`src/rtl/morse_transmitter.sv`:
```
// ---------------------------------------------------------------------------
// morse_transmitter
//   Plays one latched Morse letter (up to four elements) on a single lamp
//   output with standard timing: dot = 1 unit on, dash = 3 units on,
//   1 unit off between elements, 3 units off after the letter.
//
//   state | meaning
//   ------+--------------------------------------------
//   IDLE  | waiting for START, all outputs low
//   MARK  | lamp on for the current element (1 or 3 units)
//   SPACE | 1-unit gap between elements
//   LGAP  | 3-unit trailing letter gap, DONE on last cycle
//
// Parameters:
//   UNIT_CYCLES  clock cycles per Morse time unit (>= 1)
// Ports:
//   CLK      in   system clock, rising edge
//   RST      in   asynchronous active-high reset
//   START    in   transmit request, honoured only when idle
//   PATTERN  in   [3:0] elements MSB first, 0 = dot, 1 = dash
//   LEN      in   [2:0] element count, 0..4 (5..7 treated as 4)
//   LEDR     out  lamp output
//   BUSY     out  high while a letter (including trailing gap) is in progress
//   DONE     out  one-cycle pulse on the final cycle of the letter gap
// Build option:
//   MORSE_START_EDGE_EN  when defined, START is an asynchronous key level:
//                        it is synchronised (2 flops) and only its rising
//                        edge starts a letter.
// ---------------------------------------------------------------------------
module morse_transmitter #(
  parameter int UNIT_CYCLES = 25_000_000
) (
  input  logic       CLK,
  input  logic       RST,
  input  logic       START,
  input  logic [3:0] PATTERN,
  input  logic [2:0] LEN,
  output logic       LEDR,
  output logic       BUSY,
  output logic       DONE
);

  localparam int CW = $clog2(3 * UNIT_CYCLES) + 1;
  localparam logic [CW-1:0] U1_LOAD = CW'(UNIT_CYCLES - 1);
  localparam logic [CW-1:0] U3_LOAD = CW'(3 * UNIT_CYCLES - 1);

  localparam logic [1:0] S_IDLE  = 2'd0;
  localparam logic [1:0] S_MARK  = 2'd1;
  localparam logic [1:0] S_SPACE = 2'd2;
  localparam logic [1:0] S_LGAP  = 2'd3;

  logic [1:0]    state_q, state_d;
  logic [CW-1:0] cnt_q, cnt_d;
  logic [3:0]    shift_q, shift_d;
  logic [2:0]    elem_q, elem_d;
  logic          led_q, led_d;
  logic          busy_q, busy_d;
  logic          done_q, done_d;
  logic          start_req;
  logic          launch;
  logic [2:0]    len_clamp;

`ifdef MORSE_START_EDGE_EN
  logic sync1_q, sync2_q, sync3_q;

  always_ff @(posedge CLK or posedge RST) begin
    if (RST) begin
      sync1_q <= 1'b0;
      sync2_q <= 1'b0;
      sync3_q <= 1'b0;
    end else begin
      sync1_q <= START;
      sync2_q <= sync1_q;
      sync3_q <= sync2_q;
    end
  end

  assign start_req = sync2_q & ~sync3_q;
`else
  assign start_req = START;
`endif

  assign len_clamp = LEN[2] ? 3'd4 : LEN;

  // The final LGAP cycle doubles as an accept slot so letters can run
  // back to back without an idle cycle in between.
  assign launch = start_req &&
                  ((state_q == S_IDLE) || (state_q == S_LGAP && cnt_q == '0));

  always_comb begin
    state_d = state_q;
    cnt_d   = cnt_q;
    shift_d = shift_q;
    elem_d  = elem_q;

    case (state_q)
      S_MARK: begin
        if (cnt_q == '0) begin
          shift_d = {shift_q[2:0], 1'b0};
          elem_d  = elem_q - 3'd1;
          if (elem_q != 3'd1) begin
            state_d = S_SPACE;
            cnt_d   = U1_LOAD;
          end else begin
            state_d = S_LGAP;
            cnt_d   = U3_LOAD;
          end
        end else begin
          cnt_d = cnt_q - 1'b1;
        end
      end
      S_SPACE: begin
        if (cnt_q == '0) begin
          state_d = S_MARK;
          cnt_d   = shift_q[3] ? U3_LOAD : U1_LOAD;
        end else begin
          cnt_d = cnt_q - 1'b1;
        end
      end
      S_LGAP: begin
        if (cnt_q == '0) begin
          state_d = S_IDLE;
        end else begin
          cnt_d = cnt_q - 1'b1;
        end
      end
      default: ;
    endcase

    if (launch) begin
      if (len_clamp == 3'd0) begin
        state_d = S_LGAP;
        cnt_d   = U3_LOAD;
      end else begin
        state_d = S_MARK;
        shift_d = PATTERN;
        elem_d  = len_clamp;
        cnt_d   = PATTERN[3] ? U3_LOAD : U1_LOAD;
      end
    end

    // Outputs are registered from the next state so they line up with it.
    led_d  = (state_d == S_MARK);
    busy_d = (state_d != S_IDLE);
    done_d = (state_d == S_LGAP) && (cnt_d == '0);
  end

  always_ff @(posedge CLK or posedge RST) begin
    if (RST) begin
      state_q <= S_IDLE;
      cnt_q   <= '0;
      shift_q <= '0;
      elem_q  <= '0;
      led_q   <= 1'b0;
      busy_q  <= 1'b0;
      done_q  <= 1'b0;
    end else begin
      state_q <= state_d;
      cnt_q   <= cnt_d;
      shift_q <= shift_d;
      elem_q  <= elem_d;
      led_q   <= led_d;
      busy_q  <= busy_d;
      done_q  <= done_d;
    end
  end

  assign LEDR = led_q;
  assign BUSY = busy_q;
  assign DONE = done_q;

endmodule

```
`config.mk`:
```
export PLATFORM = sky130hd
export DESIGN_NAME = morse_transmitter
export DESIGN_NICKNAME = d
export VERILOG_FILES = /design/src/rtl/morse_transmitter.sv
export SDC_FILE = /design/constraint.sdc
export NUM_CORES = 1
export LEC_CHECK = 0
export CAP_MARGIN = 20
export CORE_ASPECT_RATIO = 0.7
export CORE_MARGIN = 2
export CORE_UTILIZATION = 47
export CTS_CLUSTER_SIZE = 16
export DETAILED_ROUTE_END_ITERATION = 12
export GPL_TIMING_DRIVEN = 0
export HOLD_SLACK_MARGIN = 0.05
export PLACE_DENSITY = 0.65
export SYNTH_ARGS = -nofsm -noshare
export SYNTH_HDL_FRONTEND = slang
export SYNTH_SLANG_ARGS = --single-unit
```
`constraint.sdc`:
```
create_clock -name CLK -period 3.6 [get_ports CLK]
set_input_delay 0.72 -clock CLK [delete_from_list [all_inputs] [get_ports CLK]]
set_output_delay 0.72 -clock CLK [all_outputs]
set_load 0.01 [all_outputs]
```
==> run metrics, run 1 <==
setup_tns 0 ns; Die Height approximately 71 um; Worst Tran Pin Value 0.9278 ns; Core Region a little over 0.006 mm^2; cts hold-fix bufs 0; post-detail-place hpwl 7105 um; clk_lat worst skew 0.30 ns; clock skew 0.009228 ns; max cap viols 0; Critical Path RT 3.81 ns; Arrival @ worst endpoint approximately 3.8 ns; met1 usage between 40 and 50%; pin count of the biggest net entering global routing 41; via count of the first global-routing pass 2749; Power Internal 1181 uW; die outline width 99.22 um; Post-Syn Instances 367; hold depth 1; WL/cell 20.91 um; Leakage 0.001316 uW; DRT Wirelength 9951 um; launching element of the worst setup path cnt_q[17]; most common cell after layout, fill and taps aside nor2_1; vias per cell 6.565; slew margin rel. 37.50%; number of flops mapped to enable cells by yosys 0; Flop pwr share 33.8%; Final Setup Violations 0; crit end category flop; Vias 3125; layout cells sized above 1 14.82%; CTS Buf Count 5; M2 GR Usage approximately 40%; gr usage total ~28%; most frequent cells in the layout nor2_1 (41), dfrtp_1 (40), nand2_1 (32), o21ai_0 (30), a21oi_1 (19); Cell Area, Synth 0.002983 mm^2; GPL Wtd Cong roughly 1; final net count 412; period utilization 99.08%; initial DRC count 493; switch share 47.32%; total power 2243 uW; Residual DRC 0; first-pass GRT wire length 15320 um; RSZ-0062 raised after global routing yes; PnR worst setup slack roughly 0.033 ns; FF-to-FF path depth 12; diode count 0; CTS tree done; H-Tree Depth 2; Comb pwr share between 50% and 60%; full die area 0.007010 mm^2; IO Pins 13; Setup Crit Path Kind reg -> reg; met3 Use GR between 6 and 7%; Finished Core Util 56.03%; drt pass-1 iters 5; clk slew on worst S/H paths 0.08 ns; Max Clock Freq 280.4 MHz; Reg-to-Reg Start cnt_q[17]; Std-Cell Rows 24; Most Crowded Layer GR met1; Max Buffers Root-to-Sink 2; gr ovfl total 0; ys async rst share 100.0%; Seq cells post-synth 40; Sw Pwr about 1100 uW; Period minus WS final 3.567 ns; Min-Delay Path Class reg -> reg; sequential fraction of the synthesis area 33.56%; top_reg_cell synth dfrtp_1; worst slack, placed -0.5951 ns; initial core utilization 48.22%; Cell variety after synth 64; CP Launch Type flop; Max Slew Vio Count 0; initial antenna violation count 0; TritonCTS Sinks 40; Clock Power Share between 10% and 20%; PD cells 647.1 mW/mm^2; WHS around 0.56 ns; Avg Cell Area, Syn 8.128 um^2; worst-path fanout max 8; buffers added on ports 11; YS warnings 0; Synth-to-Final Area Change 16.19%; Final ANT Viol Nets 0; syn_nets 382; maximum vdd drop 0.0002288 V; clk root buf clkbuf_8; min-delay src cnt_q[25]; Fin. Hold Viols 0; status finished, final reports clean
-- sequential cells by signal, indices dropped and copies added (netlist names) --
name,cells
cnt_q,28
DONE,1
BUSY,1
shift_q,4
elem_q,3
LEDR,1
state_q,2
-- cell usage after synthesis, types with 4 or more instances --
library cell | instances | area share, %
nand2_1 | 32 | 4.0
a21o_1 | 4 | 1.0
dfrtp_1 | 40 | 34
o21ai_0 | 30 | 5.0
nor3_1 | 19 | 3.2
a31o_2 | 4 | 1.2
a21oi_1 | 20 | 3.4
mux2i_1 | 4 | 1.3
o211ai_1 | 4 | 1.0
or3_1 | 6 | 1.3
nor4_1 | 4 | 0.84
and3_1 | 9 | 1.9
nor2_1 | 41 | 5.2
ha_1 | 5 | 2.1
xnor2_1 | 5 | 1.5
nor2b_1 | 6 | 1.3
or4_1 | 5 | 1.3
a31oi_1 | 9 | 1.9
nand4_1 | 4 | 0.84
inv_1 | 12 | 1.5
o31ai_1 | 5 | 1.3
o21a_1 | 4 | 1.0
clkbuf_1 | 17 | 2.1
nand3_1 | 9 | 1.5
-- layer usage --
metal / share of wire, % / routed length, um / vias to the layer above
met5: 0 / 0 / -
met4: 1.3 / 126 / 0
met3: 11 / 1125 / 25
met2: 41 / 4113 / 204
met1: 46 / 4585 / 1477
li1: - / - / 1419
-- area by class of cell --
class | count | area (um^2)
timing repair buffer | 24 | 207.7
multi-input combinational | 291 | 1916
fill | 554 | 2720
tap | 78 | 97.59
buffer | 22 | 101.3
inverter | 13 | 52.55
clock buffer | 8 | 90.09
sequential | 40 | 1001
-- repair_timing --
item | CTS | global route
pin swaps | 3 | 6
endpoints found under the setup margin | 1 | 1
endpoints found under the hold margin | 0 | 0
gates cloned | 0 | 0
buffers inserted | 7 | 6
resized for setup | 8 | 7
-- path summary, 6_finish.rpt --
kind                                  end  slack, ns
worst max register to register       DONE       0.03
worst min-delay path            cnt_q[25]       0.56
worst min register to register  cnt_q[25]       0.56
worst max-delay path                 DONE       0.03
max in group asynchronous        cnt_q[3]       2.16
min in group asynchronous       cnt_q[26]       0.91
-- critical path: stages (launching register included) --
cell and delay, ns:
dfrtp_1 0.39, or4_4 0.57, or2_1 0.24, buf_6 0.14
nor3_4 0.29, clkinvlp_4 0.24, ha_4 0.29, a21oi_2 0.13
and3_4 0.21, and3_4 0.19, nand4_1 0.09, or4_4 0.54
nor4_4 0.15
-- cells by family after synthesis --
| group | count (synthesis) | synth area share, % |
|---|---|---|
| simple gates | 166 | 31.08 |
| buf+inv | 36 | 5.159 |
| mux | 4 | 1.342 |
| fa+ha+maj | 5 | 2.097 |
| flops | 40 | 33.56 |
| compound gates | 110 | 25.00 |
| xor+xnor | 6 | 1.762 |
-- power by group through the flow --
stage	combinational, uW	clock (uW)	sequential, uW
final	1160	321	758
after global routing	1260	347	779
after CTS	1090	328	748
after detailed placement	1060	0	754
after global placement	1060	0	752
after floorplan	763	0	710
-- per-stage QoR --
stage	cell area, um^2	cells
2_1_floorplan	2983	367
3_3_place_gp	3191	456
3_5_place_dp	3191	456
4_1_cts	3373	470
5_1_grt	3466	476
6_report	3466	476
(Power assumes the default switching activity.)
==> run 2: changes to the inputs <==
--- a/config.mk
+++ b/config.mk
@@ -6,14 +6,16 @@
 export NUM_CORES = 1
 export LEC_CHECK = 0
 export CAP_MARGIN = 20
+export CELL_PAD_IN_SITES_DETAIL_PLACEMENT = 1
+export CELL_PAD_IN_SITES_GLOBAL_PLACEMENT = 1
 export CORE_ASPECT_RATIO = 0.7
 export CORE_MARGIN = 2
-export CORE_UTILIZATION = 47
+export CORE_UTILIZATION = 42
 export CTS_CLUSTER_SIZE = 16
 export DETAILED_ROUTE_END_ITERATION = 12
 export GPL_TIMING_DRIVEN = 0
 export HOLD_SLACK_MARGIN = 0.05
-export PLACE_DENSITY = 0.65
+export PLACE_DENSITY = 0.75
 export SYNTH_ARGS = -nofsm -noshare
 export SYNTH_HDL_FRONTEND = slang
 export SYNTH_SLANG_ARGS = --single-unit
==> run metrics, run 2 (same netlist as run 1, synthesis figures left out) <==
WL/cell 22.98 um (was 20.91 um); total power 2293 uW (was 2243 uW); CP Launch Type flop (unchanged); clk root buf clkbuf_8 (unchanged); TritonCTS Sinks 40 (unchanged); post-detail-place hpwl 8255 um (was 7105 um); Clock Power Share 14.3% (about the same); die outline width 104.7 um (was 99.22 um); Final Setup Violations 0 (unchanged); largest register by flop count cnt_q (unchanged); switch share 48.45% (was 47.32%); Hold Path Sink cnt_q[23] (was cnt_q[25]); CTS Buf Count 5 (unchanged); crit end category flop (unchanged); first-pass GRT wire length 17640 um (was 15320 um); Std-Cell Rows 25 (was 24); GPL Wtd Cong 0.9222 (was 0.9963); Leakage 0.001318 uW (was 0.001316 uW); Critical Path RT 3.81 ns (about the same); worst reg-to-reg setup slack 0.05 ns (was 0.03 ns); diode count 0 (unchanged); Die Height 74.51 um (was 70.65 um); initial core utilization 43.74% (was 48.22%); Final ANT Viol Nets 0 (unchanged); cts hold-fix bufs 0 (unchanged); final net count 410 (was 412); clk slew on worst S/H paths 0.08 ns (about the same); slew margin rel. 36.23% (was 37.50%); Setup Crit Path Kind reg -> reg (unchanged); RR Endpoint DONE (unchanged); Period minus WS final 3.547 ns (was 3.567 ns); RSZ-0062 raised after global routing yes (unchanged); pin count of the biggest net entering global routing 23 (was 41); Max Buffers Root-to-Sink 2 (unchanged); gr ovfl total 0 (unchanged); Max Clock Freq 282.0 MHz (was 280.4 MHz); Worst Tran Pin Value 0.9433 ns (was 0.9278 ns); PnR worst setup slack 0.05345 ns (was 0.03314 ns); worst-path fanout max 10 (was 8); maximum vdd drop 0.0003721 V (was 0.0002288 V); Core Region 0.006819 mm^2 (was 0.006186 mm^2); FF-to-FF path depth 12 (unchanged); clk_lat worst skew 0.30 ns (about the same); period utilization 98.52% (was 99.08%); layout cells sized above 1 14.39% (was 14.82%); initial antenna violation count 0 (unchanged); hold depth 2 (was 1); most common cell after layout, fill and taps aside nor2_1 (unchanged); Flop pwr share 33.5% (was 33.8%); full die area 0.007803 mm^2 (was 0.007010 mm^2); Sw Pwr 1111 uW (was 1061 uW); via count of the first global-routing pass 3124 (was 2749); clock skew 0.009480 ns (was 0.009228 ns); vias per cell 6.461 (was 6.565); Residual DRC 0 (unchanged); Arrival @ worst endpoint 3.76 ns (was 3.78 ns); Max Slew Vio Count 0 (unchanged); Fin. Hold Viols 0 (unchanged); drt pass-1 iters 5 (unchanged); Vias 3166 (was 3125); largest registers cnt_q (28), shift_q (4), elem_q (3) (unchanged); buffers added on ports 11 (unchanged); status finished, final reports clean (unchanged); max cap viols 0 (unchanged); Min-Delay Path Class reg -> reg (unchanged); Reg-to-Reg Start cnt_q[19] (was cnt_q[17]); DRT Wirelength 11260 um (was 9951 um); gr usage total 30.33% (was 28.40%); H-Tree Depth 2 (unchanged); initial DRC count 306 (was 493); worst slack, placed -0.7691 ns (was -0.5951 ns); Largest register FFs 28 (unchanged); Synth-to-Final Area Change 17.49% (was 16.19%); fillers 851 (was 554); CTS tree done (unchanged); IO Pins 13 (unchanged); Comb pwr share 52.2% (was 51.9%); min-delay src cnt_q[23] (was cnt_q[25]); most frequent cells in the layout nor2_1 (41), dfrtp_1 (40), nand2_1 (32), o21ai_0 (30), a21oi_1 (19) (unchanged); PD cells 654.4 mW/mm^2 (was 647.1 mW/mm^2); Power Internal 1182 uW (was 1181 uW)
==> run 2: cell count changes in the layout (fill, tap and decap cells not counted) <==
cell / delta
buf_4: -3
or4_4: -1
and3_1: +1
nor4_1: -1
or4_1: +1
a41oi_1: -1
and3_4: -1
a41oi_2: +1
a31oi_2: -1
buf_16: +1
a31oi_4: +1
nor4_2: +1
==> run 2: worst max-delay path: stages (launching register included) <==
cell,delay (ns)
dfrtp_1,0.41
or4_4,0.57
or2_1,0.26
buf_6,0.16
nor3_4,0.26
clkinvlp_4,0.21
ha_4,0.25
a21oi_2,0.14
and3_1,0.19
and3_4,0.21
nand4_1,0.10
or4_4,0.54
nor4_4,0.14
==> run 2: stage by stage <==
stage	hold slack (ns)	cell area [um^2]	instances	TNS (ns)	util (%)
4_1_cts	0.5783	3433	488	0	50.35
2_1_floorplan	0.4567	2983	367	0	-
5_1_grt	0.6113	3505	490	-0.05049	51.39
6_report	0.5715	3505	490	0	51.39
3_3_place_gp	0.5435	3211	472	-0.7100	47.08
3_5_place_dp	0.5604	3238	473	-0.7691	47.49
==> run 2: what timing repair did <==
action / CTS / global route
gates cloned: 0 / 0
resized for setup: 8 / 8
pin swaps: 3 / 2
setup endpoints to repair: 1 / 1
setup buffers: 8 / 2
==> run 2: power groups by stage <==
stage               Clock, uW  Sequential [uW]  Combinational, uW
finish                    329              768               1200
detailed placement          0              764               1100
floorplan                   0              710                763
global route              351              788               1320
global placement            0              758               1060
CTS                       336              756               1140
==> run 2: area by class of cell <==
class                           count  area, um^2  share of cell area [%]
Buffer                             22       101.3                   2.892
Clock buffer                        8       90.09                   2.571
Inverter                           13       52.55                   1.499
Multi-Input combinational cell    291        1929                   55.05
Sequential cell                    40        1001                   28.56
Tap cell                           94       117.6                   3.356
Timing Repair Buffer               22       212.7                   6.069
==> run 2: worst max path at each step <==
stage / start / end / slack, ns / depth (start not counted)
detailed placement: cnt_q[24] / DONE / -0.77 / 12
global route: cnt_q[19] / DONE / -0.05 / 12
finish: cnt_q[19] / DONE / 0.05 / 12
floorplan: cnt_q[19] / DONE / 0.21 / 13
CTS: cnt_q[22] / DONE / 0.01 / 12
global placement: cnt_q[24] / DONE / -0.71 / 12
==> run 2: metal layers <==
metal  GRT usage [%]  routed length [um]  share of wire (%)
met5               0                   0                  0
met4           8.000                 127                1.1
met3           9.991                1286                 11
met2           45.60                4899                 44
met1           42.33                4944                 44
==> run 3: changes to the inputs <==
--- a/config.mk
+++ b/config.mk
@@ -14,7 +14,6 @@
 export CTS_CLUSTER_SIZE = 16
 export DETAILED_ROUTE_END_ITERATION = 12
 export GPL_TIMING_DRIVEN = 0
-export HOLD_SLACK_MARGIN = 0.05
 export PLACE_DENSITY = 0.75
 export SYNTH_ARGS = -nofsm -noshare
 export SYNTH_HDL_FRONTEND = slang
==> results of run 3 <==
Final layout, timing and power as in run 2 (identical DEF).
